File: config.mk
export PLATFORM = sky130hd
export DESIGN_NAME = alarm_display_scan
export DESIGN_NICKNAME = d
export VERILOG_FILES = /design/src/rtl/alarm_pkg.sv /design/src/rtl/bcd_to_seg7.sv /design/src/rtl/alarm_display_scan.sv
export SDC_FILE = /design/constraint.sdc
export NUM_CORES = 1
export LEC_CHECK = 0
export BUFFER_PORTS_ARGS = -buffer_cell sky130_fd_sc_hd__buf_4
export CAP_MARGIN = 20
export CORE_MARGIN = 10
export CORE_UTILIZATION = 60
export CTS_BUF_LIST = sky130_fd_sc_hd__clkbuf_2 sky130_fd_sc_hd__clkbuf_4 sky130_fd_sc_hd__clkbuf_8
export DETAILED_ROUTE_END_ITERATION = 6
export PLACE_DENSITY = 0.84
export SYNTH_ARGS = -nofsm -noshare
export SYNTH_HDL_FRONTEND = slang
export SYNTH_SLANG_ARGS = --single-unit
File: constraint.sdc
create_clock -name clk -period 3.55 [get_ports clk]
set_input_delay 0.71 -clock clk [delete_from_list [all_inputs] [get_ports clk]]
set_output_delay 0.71 -clock clk [all_outputs]
set_load 0.005 [all_outputs]
File: src/rtl/alarm_pkg.sv
// ============================================================================
// Package : alarm_pkg
// Types, segment codes and digit indices for the alarm clock display path.
// Rev     : 1.0
// ============================================================================
`default_nettype none

package alarm_pkg;

  typedef logic [6:0] seg7_t;
  typedef logic [3:0] bcd_t;
  typedef logic [1:0] dig_idx_t;

  // Segment order {g,f,e,d,c,b,a}, active high
  localparam seg7_t SEG_0     = 7'h3F;
  localparam seg7_t SEG_1     = 7'h06;
  localparam seg7_t SEG_2     = 7'h5B;
  localparam seg7_t SEG_3     = 7'h4F;
  localparam seg7_t SEG_4     = 7'h66;
  localparam seg7_t SEG_5     = 7'h6D;
  localparam seg7_t SEG_6     = 7'h7D;
  localparam seg7_t SEG_7     = 7'h07;
  localparam seg7_t SEG_8     = 7'h7F;
  localparam seg7_t SEG_9     = 7'h6F;
  localparam seg7_t SEG_DASH  = 7'h40;
  localparam seg7_t SEG_BLANK = 7'h00;

  localparam dig_idx_t DIG_MIN_U = 2'd0;
  localparam dig_idx_t DIG_MIN_T = 2'd1;
  localparam dig_idx_t DIG_HR_U  = 2'd2;
  localparam dig_idx_t DIG_HR_T  = 2'd3;

  typedef struct packed {
    logic [15:0] time_bcd;
    logic        colon_en;
    logic        alarm_active;
  } snap_t;

  function automatic bcd_t digit_of(input logic [15:0] t, input dig_idx_t d);
    bcd_t r;
    case (d)
      DIG_MIN_U: r = t[3:0];
      DIG_MIN_T: r = t[7:4];
      DIG_HR_U:  r = t[11:8];
      default:   r = t[15:12];
    endcase
    return r;
  endfunction

endpackage

`default_nettype wire

File: src/rtl/bcd_to_seg7.sv
// ============================================================================
// Module : bcd_to_seg7
// Combinational BCD nibble to 7-segment decoder; invalid nibbles show a dash.
// Rev    : 1.0
// ============================================================================
`default_nettype none

module bcd_to_seg7
  import alarm_pkg::*;
(
  input  bcd_t  bcd_i,
  output seg7_t seg_o
);

  always_comb begin
    seg_o = SEG_DASH;
    case (bcd_i)
      4'd0: seg_o = SEG_0;
      4'd1: seg_o = SEG_1;
      4'd2: seg_o = SEG_2;
      4'd3: seg_o = SEG_3;
      4'd4: seg_o = SEG_4;
      4'd5: seg_o = SEG_5;
      4'd6: seg_o = SEG_6;
      4'd7: seg_o = SEG_7;
      4'd8: seg_o = SEG_8;
      4'd9: seg_o = SEG_9;
      default: seg_o = SEG_DASH;
    endcase
  end

endmodule

`default_nettype wire

File: src/rtl/alarm_display_scan.sv
// ============================================================================
// Module : alarm_display_scan
// Multiplexed 4-digit 7-segment scan of a per-frame HH:MM snapshot with colon blink and alarm flash.
// Rev    : 1.0
// ============================================================================
`default_nettype none

module alarm_display_scan
  import alarm_pkg::*;
#(
  parameter int SCAN_DIV     = 1000,
  parameter int BLINK_FRAMES = 32
) (
  input  logic        clk,
  input  logic        reset,
  input  logic        ena,
  input  logic [15:0] time_bcd,
  input  logic        colon_en,
  input  logic        alarm_active,
  output logic [6:0]  seg_out,
  output logic        dp_out,
  output logic [3:0]  dig_sel,
  output logic        frame_start
);

  localparam int DIV_W = $clog2(SCAN_DIV);
  localparam int BLK_W = (BLINK_FRAMES > 1) ? $clog2(BLINK_FRAMES) : 1;
  localparam logic [DIV_W-1:0] DIV_TERM = DIV_W'(SCAN_DIV - 1);
  localparam logic [BLK_W-1:0] BLK_TERM = BLK_W'(BLINK_FRAMES - 1);

  logic [DIV_W-1:0] div_cnt_q, div_cnt_d;
  dig_idx_t         dig_idx_q, dig_idx_d;
  logic [BLK_W-1:0] blink_cnt_q, blink_cnt_d;
  logic             blink_phase_q, blink_phase_d;
  snap_t            snap_q, snap_d;
  seg7_t            seg_q, seg_d;
  logic             dp_q, dp_d;
  logic [3:0]       dig_sel_q, dig_sel_d;
  logic             frame_q, frame_d;

  logic  div_wrap, frame_wrap, lit, flash;
  bcd_t  cur_digit;
  seg7_t dec_seg;

  // Counters, snapshot and blink state
  always_comb begin
    div_cnt_d     = div_cnt_q;
    dig_idx_d     = dig_idx_q;
    blink_cnt_d   = blink_cnt_q;
    blink_phase_d = blink_phase_q;
    snap_d        = snap_q;
    div_wrap      = (div_cnt_q == DIV_TERM);
    frame_wrap    = ena && div_wrap && (dig_idx_q == DIG_HR_T);
    if (ena) begin
      div_cnt_d = div_wrap ? '0 : div_cnt_q + 1'b1;
      if (div_wrap) begin
        dig_idx_d = dig_idx_q + 1'b1;
      end
    end
    if (frame_wrap) begin
      snap_d = '{time_bcd: time_bcd, colon_en: colon_en, alarm_active: alarm_active};
      if (blink_cnt_q == BLK_TERM) begin
        blink_cnt_d   = '0;
        blink_phase_d = ~blink_phase_q;
      end else begin
        blink_cnt_d = blink_cnt_q + 1'b1;
      end
    end
  end

  assign cur_digit = digit_of(snap_d.time_bcd, dig_idx_d);

  bcd_to_seg7 u_dec (
    .bcd_i (cur_digit),
    .seg_o (dec_seg)
  );

  // Outputs derive from next-state so they move on the same edge as the counters
  always_comb begin
    seg_d     = SEG_BLANK;
    dp_d      = 1'b0;
    dig_sel_d = 4'b0000;
    frame_d   = frame_wrap;
    lit       = (div_cnt_d != '0);
    flash     = snap_d.alarm_active && blink_phase_d;
    if (ena && lit) begin
      dig_sel_d = 4'b0001 << dig_idx_d;
      seg_d     = dec_seg;
      if ((dig_idx_d == DIG_HR_T) && (snap_d.time_bcd[15:12] == 4'd0)) begin
        seg_d = SEG_BLANK;
      end
      dp_d = (dig_idx_d == DIG_HR_U) && snap_d.colon_en && !blink_phase_d;
      if (flash) begin
        seg_d = SEG_BLANK;
        dp_d  = 1'b0;
      end
    end
  end

  always_ff @(posedge clk) begin
    if (!reset) begin
      div_cnt_q     <= DIV_TERM;
      dig_idx_q     <= DIG_HR_T;
      blink_cnt_q   <= '0;
      blink_phase_q <= 1'b0;
      snap_q        <= '0;
      seg_q         <= SEG_BLANK;
      dp_q          <= 1'b0;
      dig_sel_q     <= 4'b0000;
      frame_q       <= 1'b0;
    end else begin
      div_cnt_q     <= div_cnt_d;
      dig_idx_q     <= dig_idx_d;
      blink_cnt_q   <= blink_cnt_d;
      blink_phase_q <= blink_phase_d;
      snap_q        <= snap_d;
      seg_q         <= seg_d;
      dp_q          <= dp_d;
      dig_sel_q     <= dig_sel_d;
      frame_q       <= frame_d;
    end
  end

  assign seg_out     = seg_q;
  assign dp_out      = dp_q;
  assign dig_sel     = dig_sel_q;
  assign frame_start = frame_q;

endmodule

`default_nettype wire
==> impl_metrics.json, run 1 <==
{
  "ys_seq_elements": 49,
  "rr_startpoint": "div_cnt_q[0]",
  "final-setup-viol-count": 0,
  "core_area_sq_um": 4690,
  "clock-root-buffer": "clkbuf_8",
  "grt_pass1_wl_um": 10800,
  "status": "finished clean",
  "h-tree-depth": 2,
  "drc_errors": 0,
  "p_int_uw": 1440,
  "synth_nets": 365,
  "crit_start": "div_cnt_q[0]",
  "grt_pass1_vias": 2332,
  "syn_to_final_growth_pct": 11.0,
  "clk_latency_ns": 0.31,
  "drive_gt1_share_pct": 19.0,
  "ys_warn_count": 0,
  "grt_usage_pct": 17.0,
  "leakagePower_uw": 0.00129,
  "criticalPathCategory": "flop to flop",
  "nets": 383,
  "synthesis.area_sq_um": 2900,
  "arrival_ns": 3.32,
  "antenna_found_initial": 0,
  "p_per_area_nw_per_um2": 780,
  "synth_ff_type": "dfxtp_1",
  "pwr-share-seq_pct": 30.7,
  "synth_common_cells": "49 x dfxtp_1, 49 x nand2_1, 20 x a21boi_0",
  "hpwl_um": 4680,
  "worstHoldStart": "snap_q[1]",
  "hold_ws_ns": 0.464,
  "fmax_mhz": 325,
  "syn_inst": 334,
  "post_cts_buffers": 0,
  "avgSynthCellArea_sq_um": 8.69,
  "p_clk_share_pct": 16.3,
  "maxCapViolations": 0,
  "fill_cells": 399,
  "grt_max_degree": 39,
  "tightest_slew_ns": 0.598,
  "firstDrtPassIters": 4,
  "synth_top_area_cell": "dfxtp_1",
  "pin_count": 34,
  "crit_family": "compound AO/OA/AOI/OAI gates",
  "rsz0062_at_grt": "no",
  "cts_buffers": 5,
  "dieArea_sq_um": 8020,
  "post-route-period-util_pct": 86.7,
  "grt-ovfl-total": 0,
  "ff2ff_path_depth": 8,
  "die_h_um": 89.5,
  "cpMaxStageDelayCell": "o311ai_4",
  "hold_viol_final": 0,
  "ir_drop_uv": 406,
  "wl_per_cell_um": 15.8,
  "die_w_um": 89.5,
  "synth-async-reset-ratio_pct": 0,
  "hold_depth": 2,
  "numPortBuffers": 33,
  "min_path_type": "flop to flop",
  "cts_hold_buf": 0,
  "post-route-util_pct": 68.6,
  "ys_seq_area_share_pct": 33.8,
  "cpPeakStageDelay_ns": 0.48,
  "postCtsResizedCells": 0,
  "relSlewSlack_pct": 59.6,
  "drtIter0Drc": 191,
  "cp_cell_sequence": "ha_1 > and4bb_2 > a31oi_1 > a21oi_1 > mux2_2 > o311ai_4 > nand3b_1 > a31oi_1",
  "setup.worst_path.start_class": "flop",
  "cp_max_fo": 13,
  "cp.required_ns": 3.79,
  "synth_edf_count": 0,
  "clockBufferDepth": 2,
  "initial_core_util_pct": 61.8,
  "endpoint_kind": "flop",
  "period_minus_slack_ns": 3.08,
  "ant_nets": 0,
  "synthTopCellsByArea": "dfxtp_1 34%, nand2_1 6.3%, a21boi_0 5.2%, ha_1 4.3%, xnor2_1 2.7%",
  "cp_num_buf_inv": 0,
  "switchingPower_uw": 1070,
  "cp_num_cells": 8,
  "clk_pin_slew_ns": 0.10,
  "num_rows": 25,
  "final_area_sq_um": 3220,
  "synth_cell_types": 62,
  "antenna_cells": 0,
  "swShare_pct": 42.5,
  "routabilityCongestion": 0.905,
  "viasPerCell": 6.03,
  "comb_power_share_pct": 53.1,
  "routed_wl_um": 6430,
  "vias": 2455,
  "cpMostUsedCell": "a31oi_1",
  "clock-sinks": 49,
  "clock_skew_ns": 0.00947,
  "slew_violations": 0,
  "dpl-instance-area_sq_um": 3110,
  "setup_tns_ns": 0,
  "cts_tree": "yes",
  "yosysTopAreaCellShare_pct": 33.8
}
-- tightest hold or removal path: stages, from the launching register on --
cell      delay [ns]
dfxtp_1         0.32
nand2_1         0.04
a21boi_0        0.06
-- cells by family (layout without fill, tap and decap cells) --
family          count (synthesis)  count (layout)  synth area share [%]
simple gates                  137             137                  26.7
compound gates                 76              76                  18.8
flops                          49              49                  33.8
buf+inv                        36              55                  6.38
mux                            14              14                  6.47
xor+xnor                       12              12                  3.62
fa+ha+maj                      10              10                  4.31
-- power groups by stage --
stage | Combinational (uW) | Clock (uW) | Sequential (uW)
after floorplan | 1100 | 0 | 728
after global placement | 1270 | 0 | 777
after detailed placement | 1310 | 0 | 781
after CTS | 1330 | 412 | 768
after global routing | 1470 | 437 | 788
final | 1330 | 409 | 770
-- sequential cells by signal, summed over array words and instances (netlist names) --
name	flops
blink_phase_q	1
frame_start	1
snap_q	18
dp_out	1
div_cnt_q	10
dig_idx_q	2
seg_out	7
blink_cnt_q	5
dig_sel	4
-- cell type report --
| class | count | area (sq um) | share of cell area [%] |
|---|---|---|---|
| repair buffers | 39 | 293 | 9.09 |
| multi-input cells | 249 | 1740 | 53.9 |
| well taps | 54 | 67.6 | 2.10 |
| flip-flops and latches | 49 | 981 | 30.5 |
| clock buffers | 5 | 68.8 | 2.14 |
| inverters | 8 | 30.0 | 0.933 |
| clock inverters | 3 | 43.8 | 1.36 |
-- stage by stage --
step | std cells | setup WS, ns | power, uW
2_1_floorplan | 334 | 0.594 | 1820
3_3_place_gp | 399 | 0.425 | 2050
3_5_place_dp | 399 | 0.354 | 2090
4_1_cts | 407 | 0.517 | 2510
5_1_grt | 407 | 0.196 | 2700
6_report | 407 | 0.472 | 2510
-- layout by cell type (no fill, tap or decap), types with 2 or more instances in the layout --
cell       netlist  routed
nand2_1         49      49
dfxtp_1         49      49
buf_4            6      39
a21boi_0        20      20
nor2_1          18      18
o21ai_0         15      15
nand3_1         14      14
a21oi_1         12      12
ha_1            10      10
xnor2_1          9       9
a31oi_1          9       9
inv_1            8       8
nand3b_1         7       7
mux2i_1          6       6
nor2b_1          6       6
nor3_1           6       6
and3_1           5       5
mux2_2           5       5
clkbuf_8         0       5
and2_1           4       4
nand4_1          4       4
xor2_1           3       3
nand4_4          2       2
and4_1           2       2
mux4_2           2       2
a2111oi_0        2       2
or2_2            2       2
nor4_1           2       2
o211ai_1         2       2
o311ai_0         2       2
o41ai_1          2       2
or4_1            2       2
-- layer usage --
layer | track usage [%] | wire length [um]
met5 | 0 | 0
met4 | 5.64 | 110
met3 | 3.92 | 413
met2 | 27.7 | 3050
met1 | 21.5 | 2860
-- worst paths after layout --
path / to / slack [ns]
hold reg to reg: snap_q[1] / 0.46
hold / removal: snap_q[1] / 0.46
setup / recovery: seg_out[3] / 0.47
setup reg to reg: seg_out[3] / 0.47
Power figures use the tool's default switching activity.
==> run 2, diff against run 1 <==
- ABC_AREA: default -> 1
- CORE_UTILIZATION: 60 -> 51
- PLACE_DENSITY: 0.84 -> 0.74
==> run 2 against run 1 <==
Net effect:
- global-route usage fell by 3.7 points
- total power fell by 23%
- setup slack improved by 0.20 ns
- register-to-register slack improved by 0.20 ns
- critical path depth rose by 5
- critical path type unchanged
- critical endpoint unchanged
- largest cell class unchanged
- highest routed layer unchanged
==> impl_metrics.json, run 2 <==
{
  "status": "finished clean",
  "top_register": "snap_q",
  "setup.worst_path.start_class": "flop",
  "clock-root-buffer": "clkbuf_8",
  "fill_cells": 490,
  "cts_tree": "yes",
  "numPortBuffers": 33,
  "dieArea_sq_um": 8590,
  "post-route-period-util_pct": 81.1,
  "criticalPathCategory": "flop to flop",
  "cpMaxStageDelayCell": "dfxtp_1",
  "fmax_mhz": 347,
  "arrival_ns": 3.13,
  "ys_seq_area_share_pct": 36.4,
  "endpoint_kind": "flop",
  "drc_errors": 0,
  "synth_ff_type": "dfxtp_1",
  "num_rows": 26,
  "min_path_type": "flop to flop",
  "grt_pass1_wl_um": 9550,
  "drive_gt1_share_pct": 22.9,
  "drtIter0Drc": 146,
  "cp.required_ns": 3.79,
  "clk_latency_ns": 0.31,
  "grt-ovfl-total": 0,
  "cts_buffers": 5,
  "yosysMostFrequentCell": "nand2_1",
  "stdcell_count": 477,
  "die_h_um": 92.7,
  "avgSynthCellArea_sq_um": 7.24,
  "slew_violations": 0,
  "regArea_sq_um": 981,
  "largest_reg_flops": 18,
  "synth-async-reset-ratio_pct": 0,
  "yosysTopAreaCellShare_pct": 36.4,
  "hpwl_um": 4310,
  "grt_usage_pct": 13.4,
  "tightest_slew_ns": 0.733,
  "viasPerCell": 4.82,
  "die_w_um": 92.7,
  "cp_max_fo": 27,
  "post_cts_buffers": 0,
  "ys_warn_count": 0,
  "synthTopCellsByArea": "dfxtp_1 36%, nand2_1 13%, inv_1 6.4%, nor2_1 6.4%, ha_1 4.6%",
  "clk_pin_slew_ns": 0.09,
  "core_area_sq_um": 5110,
  "routabilityCongestion": 0.866,
  "ys_seq_elements": 49,
  "cts_hold_buf": 0,
  "vias": 2299,
  "clock_skew_ns": 0.00939,
  "routed_wl_um": 5570,
  "multiInputGateArea_sq_um": 1480,
  "syn_to_final_growth_pct": 15.3,
  "dp.cells": 469,
  "syn_inst": 372,
  "cp_cell_sequence": "ha_1 > nand2_1 > nor2_4 > nand4_4 > or2_1 > o21ai_2 > nor2_2 > nand3b_2 > ha_1 > nand3_1 > nand2_1 > nand2_1 > a21oi_2",
  "hold_viol_final": 0,
  "layout_common_cells": "95 x nand2_1, 49 x dfxtp_1, 46 x inv_1, 46 x nor2_1, 33 x buf_4",
  "synth_edf_count": 0,
  "nets": 437,
  "cpMostUsedCell": "nand2_1",
  "ant_nets": 0,
  "final_common_cell": "nand2_1",
  "synth_common_cells": "95 x nand2_1, 49 x dfxtp_1, 46 x inv_1, 46 x nor2_1, 24 x nand3_1",
  "maxCapViolations": 0,
  "firstDrtPassIters": 4,
  "clockBufferDepth": 2,
  "regToRegSetupSlack_ns": 0.67,
  "p_per_area_nw_per_um2": 621,
  "synthesis.area_sq_um": 2700,
  "relSlewSlack_pct": 51.1,
  "antenna_cells": 0,
  "synth_cell_types": 36,
  "initial_core_util_pct": 52.8,
  "leakagePower_uw": 0.00156,
  "h-tree-depth": 2,
  "postCtsResizedCells": 0,
  "period_minus_slack_ns": 2.88,
  "final-setup-viol-count": 0,
  "rsz0062_at_grt": "no",
  "synth_top_area_cell": "dfxtp_1",
  "antenna_found_initial": 0,
  "pin_count": 34,
  "wl_per_cell_um": 11.7,
  "grt_max_degree": 28,
  "clock-sinks": 49,
  "setup_tns_ns": 0,
  "ir_drop_uv": 240,
  "cpPeakStageDelay_ns": 0.40,
  "synth_nets": 403,
  "grt_pass1_vias": 2110
}
==> run 2: changes by cell type after synthesis, moves of 10 or more <==
| cell | before | now |
|---|---|---|
| o21ai_0 | 15 | 5 |
| clkbuf_1 | 14 | 3 |
| nand2_1 | 49 | 95 |
| inv_1 | 8 | 46 |
| a21boi_0 | 20 | 0 |
| nand2_2 | 0 | 12 |
| nand3_1 | 14 | 24 |
| nor2_1 | 18 | 46 |
==> run 2: worst paths after layout <==
kind	startpoint	depth (start not counted)	to
setup / recovery	div_cnt_q[0]	13	seg_out[3]
hold / removal	snap_q[1]	2	snap_q[1]
setup reg to reg	div_cnt_q[0]	13	seg_out[3]
hold reg to reg	snap_q[1]	2	snap_q[1]
==> run 2: critical path: cells and delay by family, from the launching register on <==
family / cells / cell delay (ns)
AND/OR/NAND/NOR: 9 / 1.69
adder cells (fa/ha/maj): 2 / 0.52
AO/OA/AOI/OAI: 2 / 0.21
flip-flops: 1 / 0.40
==> run 2: per-stage QoR <==
step	hold WS, ns	power [uW]	area (sq um)	utilization (%)	setup slack, ns
6_report	0.477	1930	3110	60.9	0.669
5_1_grt	0.513	2090	3110	60.9	0.414
4_1_cts	0.479	1940	3110	60.9	0.658
3_5_place_dp	0.467	1530	2990	58.5	0.586
3_3_place_gp	0.461	1520	2990	58.5	0.657
2_1_floorplan	0.441	1350	2700	-	1.09
==> run 2: cells by family after synthesis <==
group | count (synthesis) | synth area share [%]
flip-flops | 49 | 36.4
adder cells (fa/ha/maj) | 10 | 4.64
AO/OA/AOI/OAI | 26 | 6.17
buffers and inverters | 58 | 8.82
AND/OR/NAND/NOR | 227 | 43.3
XOR/XNOR | 2 | 0.650
==> run 2: power breakdown <==
| group | switching [uW] | total (uW) | internal (uW) |
|---|---|---|---|
| clock | 186 | 415 | 229 |
| combinational | 535 | 842 | 307 |
| sequential | 43.4 | 673 | 629 |
| total | 764 | 1930 | 1160 |
==> run 2: cell type report <==
type | instances | share of cell area [%]
multi-input combinational | 265 | 47.5
sequential | 49 | 31.6
timing repair buffer | 33 | 7.97
inverter | 52 | 6.28
tap | 70 | 2.82
clock buffer | 6 | 2.66
clock inverter | 2 | 1.21
==> run 2: per-layer routing <==
metal | vias to the layer above | wire length, um | global-route usage [%]
met5 | - | 0 | 0
met4 | 0 | 72 | 4.37
met3 | 8 | 294 | 3.87
met2 | 57 | 2430 | 20.9
met1 | 1000 | 2780 | 17.2
li1 | 1234 | - | -
